### src/rtl/bus_timeout_pkg.sv
// Shared definitions for the bus timeout monitor: state encoding and default timeouts.
package bus_timeout_pkg;

   typedef enum logic [1:0] {
      IDLE = 2'd0,
      WAIT = 2'd1,
      FAIL = 2'd2
   } busState_t;

   localparam int DEFAULT_TIMEOUT_MEM = 64;
   localparam int DEFAULT_TIMEOUT_IO  = 256;

   function automatic int maxOf(input int a, input int b);
      return (a > b) ? a : b;
   endfunction

endpackage

### src/rtl/bus_timeout_timeout_counter.sv
// Loadable down-counter used to time how long a bus cycle waits for its acknowledge.
module timeout_counter #(
   parameter int WIDTH = 9
) (
   input  logic             clk,
   input  logic             rst,
   input  logic             load,
   input  logic [WIDTH-1:0] loadValue,
   input  logic             dec,
   output logic [WIDTH-1:0] count,
   output logic             zero
);

   logic [WIDTH-1:0] countReg;

   // Load takes priority; decrement saturates at zero.
   always_ff @(posedge clk) begin
      if (rst) begin
         countReg <= '0;
      end else if (load) begin
         countReg <= loadValue;
      end else if (dec && (countReg != '0)) begin
         countReg <= countReg - 1'b1;
      end
   end

   assign count = countReg;
   assign zero  = (countReg == '0);

endmodule

### src/rtl/bus_timeout.sv
// Watches CPU bus cycles, stalls the CPU while an ACK is outstanding and flags
// non-existent memory/devices when no ACK arrives within the per-type timeout.
module bus_timeout
   import bus_timeout_pkg::*;
#(
   parameter int TIMEOUT_MEM = DEFAULT_TIMEOUT_MEM,
   parameter int TIMEOUT_IO  = DEFAULT_TIMEOUT_IO,
   parameter int CNT_WIDTH   = 9,
   parameter int ADDR_WIDTH  = 36
) (
   input  logic                  clk,
   input  logic                  rst,
   input  logic                  busREQ,
   input  logic                  busIO,
   input  logic [ADDR_WIDTH-1:0] busADDR,
   input  logic                  busACK,
   input  logic                  intrCLR,
   output logic                  memWAIT,
   output logic                  ioWAIT,
   output logic                  ioBUSY,
   output logic                  nxmINTR,
   output logic                  nxdINTR,
   output logic [ADDR_WIDTH-1:0] failADDR,
   output logic                  failVALID
);

   localparam int MAX_LOAD  = maxOf(TIMEOUT_MEM, TIMEOUT_IO) - 1;
   localparam int CNT_LIMIT = 2 ** CNT_WIDTH;

   generate
      if (TIMEOUT_MEM < 1 || TIMEOUT_IO < 1) begin : gBadTimeout
         $error("bus_timeout: TIMEOUT_MEM and TIMEOUT_IO must be at least 1");
      end
      if (MAX_LOAD >= CNT_LIMIT) begin : gBadWidth
         $error("bus_timeout: CNT_WIDTH too small for the largest timeout");
      end
   endgenerate

   localparam logic [CNT_WIDTH-1:0] MEM_LOAD = CNT_WIDTH'(TIMEOUT_MEM - 1);
   localparam logic [CNT_WIDTH-1:0] IO_LOAD  = CNT_WIDTH'(TIMEOUT_IO - 1);

   busState_t             stateReg, stateNext;
   logic                  typeReg;
   logic [ADDR_WIDTH-1:0] addrReg;
   logic                  nxmReg, nxdReg, failValidReg;
   logic [ADDR_WIDTH-1:0] failAddrReg;

   logic                  latchCycle, failSet, cntLoad, cntDec, cntZero;
   logic [CNT_WIDTH-1:0]  cntValue;

   timeout_counter #(
      .WIDTH (CNT_WIDTH)
   ) uCounter (
      .clk       (clk),
      .rst       (rst),
      .load      (cntLoad),
      .loadValue (busIO ? IO_LOAD : MEM_LOAD),
      .dec       (cntDec),
      .count     (cntValue),
      .zero      (cntZero)
   );

   always_ff @(posedge clk) begin
      if (rst) begin
         stateReg <= IDLE;
      end else begin
         stateReg <= stateNext;
      end
   end

   // Next state, counter control and the CPU stall outputs.
   always_comb begin
      stateNext  = stateReg;
      latchCycle = 1'b0;
      failSet    = 1'b0;
      cntLoad    = 1'b0;
      cntDec     = 1'b0;
      memWAIT    = 1'b0;
      ioWAIT     = 1'b0;
      case (stateReg)
         IDLE: begin
            if (busREQ && !busACK) begin
               latchCycle = 1'b1;
               cntLoad    = 1'b1;
               stateNext  = WAIT;
               memWAIT    = !busIO;
               ioWAIT     = busIO;
            end
         end
         WAIT: begin
            memWAIT = !busACK && !typeReg;
            ioWAIT  = !busACK && typeReg;
            if (busACK) begin
               stateNext = IDLE;
            end else if (cntZero) begin
               failSet   = 1'b1;
               stateNext = FAIL;
            end else begin
               cntDec = 1'b1;
            end
         end
         FAIL: begin
            stateNext = IDLE;
         end
         default: begin
            stateNext = IDLE;
         end
      endcase
   end

   // A new failure wins over a coincident intrCLR so no timeout is ever lost.
   always_ff @(posedge clk) begin
      if (rst) begin
         typeReg      <= 1'b0;
         addrReg      <= '0;
         nxmReg       <= 1'b0;
         nxdReg       <= 1'b0;
         failValidReg <= 1'b0;
         failAddrReg  <= '0;
      end else begin
         if (latchCycle) begin
            typeReg <= busIO;
            addrReg <= busADDR;
         end
         if (failSet) begin
            failAddrReg  <= addrReg;
            failValidReg <= 1'b1;
            if (typeReg) begin
               nxdReg <= 1'b1;
            end else begin
               nxmReg <= 1'b1;
            end
         end else if (intrCLR) begin
            nxmReg       <= 1'b0;
            nxdReg       <= 1'b0;
            failValidReg <= 1'b0;
         end
      end
   end

   assign ioBUSY    = ((stateReg == WAIT) || (stateReg == FAIL)) && typeReg;
   assign nxmINTR   = nxmReg;
   assign nxdINTR   = nxdReg;
   assign failADDR  = failAddrReg;
   assign failVALID = failValidReg;

endmodule

### config.mk
export PLATFORM = sky130hd
export DESIGN_NAME = bus_timeout
export DESIGN_NICKNAME = d
export VERILOG_FILES = /design/src/rtl/bus_timeout_pkg.sv /design/src/rtl/bus_timeout_timeout_counter.sv /design/src/rtl/bus_timeout.sv
export SDC_FILE = /design/constraint.sdc
export NUM_CORES = 1
export LEC_CHECK = 0
export ABC_CLOCK_PERIOD_IN_PS = 1900
export CAP_MARGIN = 5
export CORE_UTILIZATION = 48
export DETAILED_ROUTE_END_ITERATION = 6
export PLACE_DENSITY = 0.87
export SETUP_SLACK_MARGIN = 0.05
export SYNTH_ARGS = -nofsm -noshare
export SYNTH_HDL_FRONTEND = slang
export SYNTH_SLANG_ARGS = --single-unit
### constraint.sdc
create_clock -name clk -period 1.9 [get_ports clk]
set_input_delay 0.19 -clock clk [delete_from_list [all_inputs] [get_ports clk]]
set_output_delay 0.19 -clock clk [all_outputs]
set_load 0.05 [all_outputs]
==> results.txt, run 1 <==
run status = finished with violations
failing checks = design-rule violations
overall die height = 84.0 um
average footprint of a synthesized cell = 7.98 um^2
number of design rule violations left after detail routing = 14
complex-gate fraction of the synthesized area = 16.6%
critical path's slowest cell = or4b_4
final period utilization = 95.8%
cell count after synthesis = 404
Ports = 84
proportion of netlist area held by the largest area contributor = 54.0%
final hold violations = 0
flip-flop and latch area = 1740 um^2
total number of vias = 3004
setup TNS = 0 ps
gr usage total = 23.3%
count of input and output buffers = 83
Max Buffers Root-to-Sink = 2
synth top area cells = dfxtp_1 54%, nand2_1 17%, a21oi_1 13%
DP HPWL = 5240 um
setup slack of the worst register-to-register path = 80 ps
Final Critical Period = 1820 ps
routed via count divided by cell count = 5.30
Post-Synth Simple-Gate Area = 22.9%
top layer in use = met4
gp weighted congestion = 0.835
area growth from synthesis to layout = 38.8%
drt first pass iters = 6
post-synthesis share of cell area spent on full adders, half adders and majority gates = 1.16%
die area = 7050 um^2
Final ANT Viol Nets = 0
root buffer cell = clkbuf_8
largest net degree at the start of global routing = 40
type of the worst min-delay path = in2reg
unrepaired setup endpoints after global routing = yes
later-pin clock latency in the skew report = 360 ps
required time of the critical path = 2140 ps
Post-Synthesis Cell Area = 3220 um^2
final worst-path setup slack = 80.2 ps
combined buffer and inverter count along the critical path = 1
Critical Setup Path Class = reg2reg
largest stage delay on the critical path = 530 ps
Die W = 84.0 um
area of the core region = 6420 um^2
# nets final = 530
vias in the first global route = 2990
Setup Fix Bufs, Post-CTS = 0
slew at the pin with the worst max-slew slack = 592 ps
wire length of the first global-routing pass = 13200 um
total grt overflow = 0
CP delay by family, top = simple AND/OR/NAND/NOR gates
routed length on met2 = 3860 um
main combinational cell family by area after synthesis = simple AND/OR/NAND/NOR gates
initial antenna violation count = 0
post-detailed-routing wire length = 7780 um
TritonCTS clock tree = done
dpl cells = 551
data arrival time of the critical path = 2060 ps
Final setup violation count = 0
share of synthesized area occupied by flip-flops and latches = 54.0%
Worst slew margin = 60.5%
number of buffers created by CTS = 9
launching element type of the critical path = flip-flop
final clock skew = 8.61 ps
sum of routed wire segments on met1 = 3330 um
clock edge transition at the registers on the reported setup and hold paths = 90 ps
starting density of the core = 50.2%
Core Rows = 29
number of cells in the finished layout apart from fillers = 567
total power = 3.54 mW
cell-by-cell trace of the critical path = inv_1, ha_2, or4b_4, a2111oi_4, xnor2_1, a21oi_1
maximum level of the CTS H-tree = 3
#FFs+latches synth = 87
ant diodes = 0
Power Density = 791 nW/um^2
maximum fanout along the worst path = 4
leading area contributor after synthesis = dfxtp_1
number of violations reported at the end of detailed-routing iteration 0 = 159
Worst VDD drop = 0.621 mV
met3 WL = 493 um
nature of the critical path endpoint = flip-flop
syn nets = 449
total count of max-transition violations in the final report = 0
static leakage = 1.52 nW
Synth Warn # = 0
post-synthesis share of cell area spent on xor and xnor gates = 1.36%
Filler cells = 504
max cap viols = 0
Sinks on Clock Net = 87
portion of netlist area occupied by mux cells = 0%
Fmax = 550 MHz
average wire per standard cell = 13.7 um
dpl ws = -58.0 ps
multi-input combinational cell area = 1430 um^2
proportion of layout cells with a drive suffix above 1 = 9.59%
number of library cell types mapped by synthesis = 33
logic make-up (layout without fill, tap and decap cells):
group	count (synthesis)	after routing
AND/OR/NAND/NOR	175	175
flip-flops	87	87
XOR/XNOR	5	5
adder cells (fa/ha/maj)	3	3
AO/OA/AOI/OAI	100	100
buffers and inverters	34	120
synthesized netlist by cell type:
| master | number |
|---|---|
| nand2_1 | 149 |
| a21boi_0 | 1 |
| nor4b_1 | 2 |
| o21ai_0 | 4 |
| and2_1 | 1 |
| a31oi_1 | 1 |
| nor4_2 | 1 |
| nor4_1 | 2 |
| nand4_1 | 1 |
| or3_1 | 1 |
| a21oi_1 | 86 |
| nand3b_1 | 2 |
| and4_1 | 1 |
| ha_1 | 3 |
| xnor2_1 | 5 |
| and3b_1 | 1 |
| a211oi_1 | 1 |
| a311oi_1 | 1 |
| and3_1 | 1 |
| o22ai_1 | 1 |
| nand2b_1 | 3 |
| clkbuf_1 | 27 |
| inv_1 | 7 |
| nand3_1 | 1 |
| or4_1 | 1 |
| dfxtp_1 | 87 |
| o21ai_1 | 2 |
| or2_2 | 2 |
| nor2_1 | 2 |
| or4b_4 | 1 |
| o21bai_1 | 1 |
| a2111oi_2 | 2 |
| nor3_1 | 3 |
final cells by class:
type / instances / area share [%]
flip-flops and latches: 87 / 38.9
multi-input cells: 283 / 31.9
repair buffers: 97 / 22.4
clock buffers: 11 / 3.16
well taps: 77 / 2.15
clock inverters: 5 / 0.923
inverters: 7 / 0.587
flip-flops by register name, summed over array words and instances, names as in the netlist:
register and flops:
stateReg 2, failADDR 36, nxmINTR 1, typeReg 1, failVALID 1, uCounter.count 9, nxdINTR 1, addrReg 36
cell usage in the layout, fill, tap and decap left out, types with 2 or more instances in the layout:
master | synthesis | routed
nand2_1 | 149 | 149
dfxtp_1 | 87 | 87
a21oi_1 | 86 | 85
clkdlybuf4s50_1 | 0 | 79
clkbuf_8 | 0 | 10
buf_4 | 0 | 10
inv_1 | 7 | 7
buf_12 | 0 | 6
xnor2_1 | 5 | 5
nand2b_1 | 3 | 3
nor3_1 | 3 | 3
o21ai_0 | 4 | 3
or2_2 | 2 | 2
a2111oi_4 | 0 | 2
nor2_1 | 2 | 2
nand3b_1 | 2 | 2
nor4_1 | 2 | 2
o21ai_1 | 2 | 2
ha_1 | 3 | 2
clkinvlp_4 | 0 | 2
clkinv_4 | 0 | 2
metrics by stage:
stage | util, % | instance area, um^2 | hold WS, ps
floorplan | - | 3230 | 326
global placement | 65.9 | 4230 | 438
detailed placement | 65.9 | 4230 | 444
CTS | 69.0 | 4430 | 220
global route | 69.7 | 4470 | 236
finish | 69.7 | 4470 | 234
path summary, 6_finish.rpt:
kind / end / depth (start not counted) / start
worst max register to register: uCounter.count[7] / 6 / stateReg[1]
worst min register to register: failADDR[30] / 2 / addrReg[30]
worst max-delay path: uCounter.count[7] / 6 / stateReg[1]
worst min-delay path: nxdINTR / 2 / rst
metal layers:
metal  vias up  GRT usage [%]
met4         0           7.05
met2        90           40.5
met1      1417           28.0
li1       1487              -
met5         -              0
met3        10           6.23
power breakdown:
group / internal, mW / switching [mW]
clock: 0.520 / 0.670
combinational: 0.203 / 0.220
sequential: 1.88 / 0.0465
total: 2.60 / 0.936
timing repair:
action | CTS | global route
setup endpoints to repair | 5 | 10
hold buffers | 0 | 0
resized for setup | 4 | 6
pin swaps | 0 | 1
(Power assumes the default switching activity.)
==> run 2, diff against run 1 <==
CAP_MARGIN = 10   (was 5)
CORE_UTILIZATION = 45   (was 48)
PLACE_DENSITY = 0.83   (was 0.87)
SKIP_LAST_GASP = 1   (was default)
==> results.txt, run 2 (synthesis gave the netlist of run 1 again) <==
number of violations reported at the end of detailed-routing iteration 0 = 143 (-10%)
cell-internal power = 2.73 mW (+4.7%)
Power Density = 815 nW/um^2 (+3.0%)
max cap viols = 0 (unchanged)
sequential share of power = 52.7% (-1.7 points)
number of buffers created by CTS = 9 (unchanged)
DP HPWL = 5280 um (+0.60%)
most common cell after layout, fill and taps aside = nand2_1
number of cells in the finished layout apart from fillers = 586 (+3.4%)
static leakage = 1.52 nW (about the same)
final hold violations = 0 (unchanged)
Worst VDD drop = 0.403 mV (-35%)
number of resized instances in the post-cts repair step = 0 (-4)
later-pin clock latency in the skew report = 350 ps (about the same)
total count of max-transition violations in the final report = 0 (unchanged)
Filler cells = 577 (+14%)
clock edge transition at the registers on the reported setup and hold paths = 90 ps (about the same)
area of the core region = 6870 um^2 (+7.0%)
total number of vias = 2963 (-1.4%)
initial antenna violation count = 0 (unchanged)
root buffer cell = clkbuf_8
multi-input combinational cell area = 1420 um^2 (-0.61%)
TritonCTS clock tree = done
total grt overflow = 0 (unchanged)
dpl cells = 570 (+3.4%)
Sinks on Clock Net = 87 (unchanged)
Final ANT Viol Nets = 0 (unchanged)
Die W = 86.6 um (+3.2%)
Final Critical Period = 1840 ps (+23.3 ps)
die area = 7510 um^2 (+6.5%)
depth of the most critical reg-to-reg path = 6 (unchanged)
number of design rule violations left after detail routing = 0 (-14)
proportion of layout cells with a drive suffix above 1 = 9.59% (unchanged)
Worst slew margin = 63.3% (+2.9 points)
net load switching power = 931 uW (-0.54%)
Fmax = 543 MHz (-1.3%)
fraction of power spent switching nets = 25.5% (-0.99 points)
post-detailed-routing wire length = 7750 um (-0.41%)
overall die height = 86.6 um (+3.2%)
area growth from synthesis to layout = 39.2%
combinational fraction of design power = 11.2% (-0.7 points)
ant diodes = 0 (unchanged)
type of the worst min-delay path = in2reg
run status = finished clean
gr usage total = 21.6% (-1.6 points)
Critical Setup Path Class = reg2reg
drt first pass iters = 4 (-2)
starting density of the core = 46.9% (-3.3 points)
required time of the critical path = 2130 ps (about the same)
critical path's slowest cell = or4b_4
Max Buffers Root-to-Sink = 2 (unchanged)
flip-flop and latch area = 1740 um^2 (unchanged)
# nets final = 530 (unchanged)
count of input and output buffers = 83 (unchanged)
unrepaired setup endpoints after global routing = yes
Ports = 84 (unchanged)
share of power burned in the clock network = 36.1% (+2.5 points)
launching element type of the critical path = flip-flop
Setup Fix Bufs, Post-CTS = 0 (unchanged)
final clock skew = 9.52 ps (+0.906 ps)
data arrival time of the critical path = 2080 ps (+20 ps)
gp weighted congestion = 0.874 (+4.6%)
Core Rows = 30 (+3.4%)
Final setup violation count = 0 (unchanged)
maximum level of the CTS H-tree = 3 (unchanged)
most used cells in the layout excluding fill and tap cells = 149 x nand2_1, 87 x dfxtp_1, 85 x a21oi_1
nature of the critical path endpoint = flip-flop
average wire per standard cell = 13.2 um (-3.6%)
total power = 3.66 mW (+3.3%)
cell-by-cell trace of the critical path = inv_1, ha_2, or4b_4, a211oi_1, xnor2_1, a21oi_1
maximum fanout along the worst path = 4 (unchanged)
final period utilization = 97.0% (+1.2 points)
routed via count divided by cell count = 5.06 (-4.6%)
largest stage delay on the critical path = 520 ps (about the same)
largest net degree at the start of global routing = 37 (-7.5%)
wire length of the first global-routing pass = 12700 um (-4.0%)
cts-stage hold buffer count = 0 (unchanged)
slew at the pin with the worst max-slew slack = 549 ps (-42.8 ps)
vias in the first global route = 2850 (-4.7%)
Worst Hold Path Cells = 2 (unchanged)
## run 2: power groups by stage
stage	clock [mW]	combinational (mW)	sequential [mW]
after floorplan	0	0.206	1.96
after global placement	0	0.379	1.96
after detailed placement	0	0.389	1.97
after CTS	1.34	0.391	1.92
after global routing	1.41	0.448	1.94
final	1.32	0.411	1.93
## run 2: final cells by class
type	count	area share (%)
Clock buffer	10	3.07
Clock inverter	6	1.51
Inverter	7	0.586
Multi-Input combinational cell	283	31.6
Sequential cell	87	38.8
Tap cell	96	2.68
Timing Repair Buffer	97	21.8
## run 2: per-stage QoR
| stage | cell area [um^2] | util, % | setup TNS, ps | worst slack (ps) | hold slack (ps) |
|---|---|---|---|---|---|
| floorplan | 3230 | - | 0 | 178 | 326 |
| global route | 4490 | 65.3 | -3.37 | -3.37 | 334 |
| CTS | 4440 | 64.6 | 0 | 40.3 | 294 |
| global placement | 4230 | 61.6 | -18.4 | -14.1 | 439 |
| finish | 4490 | 65.3 | 0 | 57.0 | 318 |
| detailed placement | 4230 | 61.6 | -121 | -62.1 | 445 |
## run 2: worst paths after layout
check	startpoint	slack (ps)	end
max	stateReg[1]	60	uCounter.count[3]
min	rst	320	failADDR[28]
max reg2reg	stateReg[1]	60	uCounter.count[3]
min reg2reg	failADDR[18]	460	failADDR[18]
## run 2: critical path: cells and delay by family (launching register included)
kind,cells,cell delay (ps)
flip-flops,1,320
buffers and inverters,1,80
adder cells (fa/ha/maj),1,210
XOR/XNOR,1,180
AO/OA/AOI/OAI,2,420
AND/OR/NAND/NOR,1,520
## run 2: metal layers
metal | up-vias | wire length [um] | global-route usage [%]
met5 | - | 0 | 0
met4 | 0 | 83 | 9.39
met1 | 1376 | 3520 | 26.1
met3 | 6 | 453 | 4.95
li1 | 1495 | - | -
met2 | 86 | 3690 | 36.9
==> run 3, diff against run 2 <==
CORE_UTILIZATION = 35   (was 45)
PLACE_DENSITY = 0.69   (was 0.83)
==> results.txt, run 3 (synthesis gave the netlist of run 1 again) <==
# nets final = 530 (unchanged)
static leakage = 1.53 nW (+0.38%)
Critical Setup Path Class = reg2reg
final hold violations = 0 (unchanged)
Power Density = 832 nW/um^2 (+2.1%)
required time of the critical path = 2100 ps (-30 ps)
ant diodes = 0 (unchanged)
launching element type of the critical path = flip-flop
Final Critical Period = 1870 ps (+24.6 ps)
area growth from synthesis to layout = 39.9%
Core Rows = 34 (+13%)
clock edge transition at the registers on the reported setup and hold paths = 90 ps (about the same)
number of violations reported at the end of detailed-routing iteration 0 = 109 (-24%)
nature of the critical path endpoint = flip-flop
failing checks = design-rule violations
initial antenna violation count = 0 (unchanged)
Worst slew margin = 55.5% (-7.8 points)
wire length of the first global-routing pass = 12700 um (+0.22%)
most used cells in the layout excluding fill and tap cells = 149 x nand2_1, 87 x dfxtp_1, 85 x a21oi_1
gr usage total = 16.3% (-5.3 points)
gp weighted congestion = 0.829 (-5.1%)
count of input and output buffers = 83 (unchanged)
TritonCTS clock tree = done
data arrival time of the critical path = 2060 ps (-20 ps)
dpl ws = -146 ps (-84.2 ps)
most common cell after layout, fill and taps aside = nand2_1
drt first pass iters = 6 (+2)
total count of max-transition violations in the final report = 0 (unchanged)
Worst VDD drop = 0.503 mV (+25%)
largest net degree at the start of global routing = 34 (-8.1%)
DP HPWL = 5150 um (-2.4%)
Setup Fix Bufs, Post-CTS = 0 (unchanged)
Final ANT Viol Nets = 0 (unchanged)
overall die height = 98.0 um (+13%)
total number of vias = 2880 (-2.8%)
proportion of layout cells with a drive suffix above 1 = 9.59% (unchanged)
area of the core region = 8810 um^2 (+28%)
vias in the first global route = 2810 (-1.4%)
Ports = 84 (unchanged)
Sinks on Clock Net = 87 (unchanged)
Die W = 98.0 um (+13%)
final worst-path setup slack = 32.3 ps (-24.6 ps)
final clock skew = 15.9 ps (+6.37 ps)
later-pin clock latency in the skew report = 350 ps (about the same)
unrepaired setup endpoints after global routing = yes
Max Buffers Root-to-Sink = 2 (unchanged)
starting density of the core = 36.6% (-10 points)
Filler cells = 845 (+46%)
post-detailed-routing wire length = 7540 um (-2.7%)
final period utilization = 98.3% (+1.3 points)
Core Util, Final = 51.2% (-14 points)
Fmax = 535 MHz (-1.3%)
routed via count divided by cell count = 4.82 (-4.8%)
number of design rule violations left after detail routing = 7 (+7)
average wire per standard cell = 12.6 um (-4.6%)
slew at the pin with the worst max-slew slack = 667 ps (+118 ps)
cts-stage hold buffer count = 0 (unchanged)
type of the worst min-delay path = in2reg
run status = finished with violations
total grt overflow = 0 (unchanged)
Final setup violation count = 0 (unchanged)
max cap viols = 0 (unchanged)
die area = 9600 um^2 (+28%)
maximum level of the CTS H-tree = 3 (unchanged)
maximum fanout along the worst path = 4 (unchanged)
number of buffers created by CTS = 9 (unchanged)
root buffer cell = clkbuf_8
[run 3: critical path: stages, from the launching register on]
cell and delay, ps:
dfxtp_1 310, inv_1 70, ha_2 200, or4b_4 520, a2111oi_4 370, xnor2_1 160, a21oi_1 80
[run 3: report_power, final]
part / switching (mW) / internal [mW]
registers: 0.0443 / 1.88
logic: 0.212 / 0.197
clock network: 0.670 / 0.751
[run 3: metrics by stage]
| stage | TNS, ps | area [um^2] | cells | hold WS [ps] | power, mW |
|---|---|---|---|---|---|
| after CTS | 0 | 4490 | 598 | 365 | 3.78 |
| after floorplan | 0 | 3230 | 404 | 326 | 2.17 |
| after detailed placement | -244 | 4250 | 582 | 443 | 2.36 |
| final | 0 | 4510 | 598 | 376 | 3.75 |
| after global routing | 0 | 4510 | 598 | 360 | 3.91 |
| after global placement | -74.4 | 4250 | 582 | 437 | 2.34 |
[run 3: repair_timing]
action,4_1_cts,5_1_grt
gates resized for setup,2,5
setup endpoints to repair,2,10
pin swaps,0,1
[run 3: area by class of cell]
| class | count | area [um^2] | share of cell area [%] |
|---|---|---|---|
| timing repair buffer | 97 | 973 | 21.6 |
| multi-input combinational | 283 | 1420 | 31.4 |
| clock buffer | 10 | 128 | 2.83 |
| tap | 108 | 135 | 3.00 |
| sequential | 87 | 1740 | 38.6 |
| clock inverter | 6 | 92.6 | 2.05 |
| inverter | 7 | 26.3 | 0.582 |
[run 3: per-layer routing]
metal / wire length, um / track usage (%)
met1: 3400 / 19.2
met2: 3700 / 29.4
met3: 374 / 3.94
met4: 63 / 4.55
met5: 0 / 0
[run 3: path summary, 6_finish.rpt]
kind / start / endpoint / slack, ps / cells past startpoint
min reg2reg: failADDR[5] / failADDR[5] / 450 / 2
min: rst / addrReg[32] / 380 / 2
max: stateReg[1] / uCounter.count[5] / 30 / 6
max reg2reg: stateReg[1] / uCounter.count[5] / 30 / 6
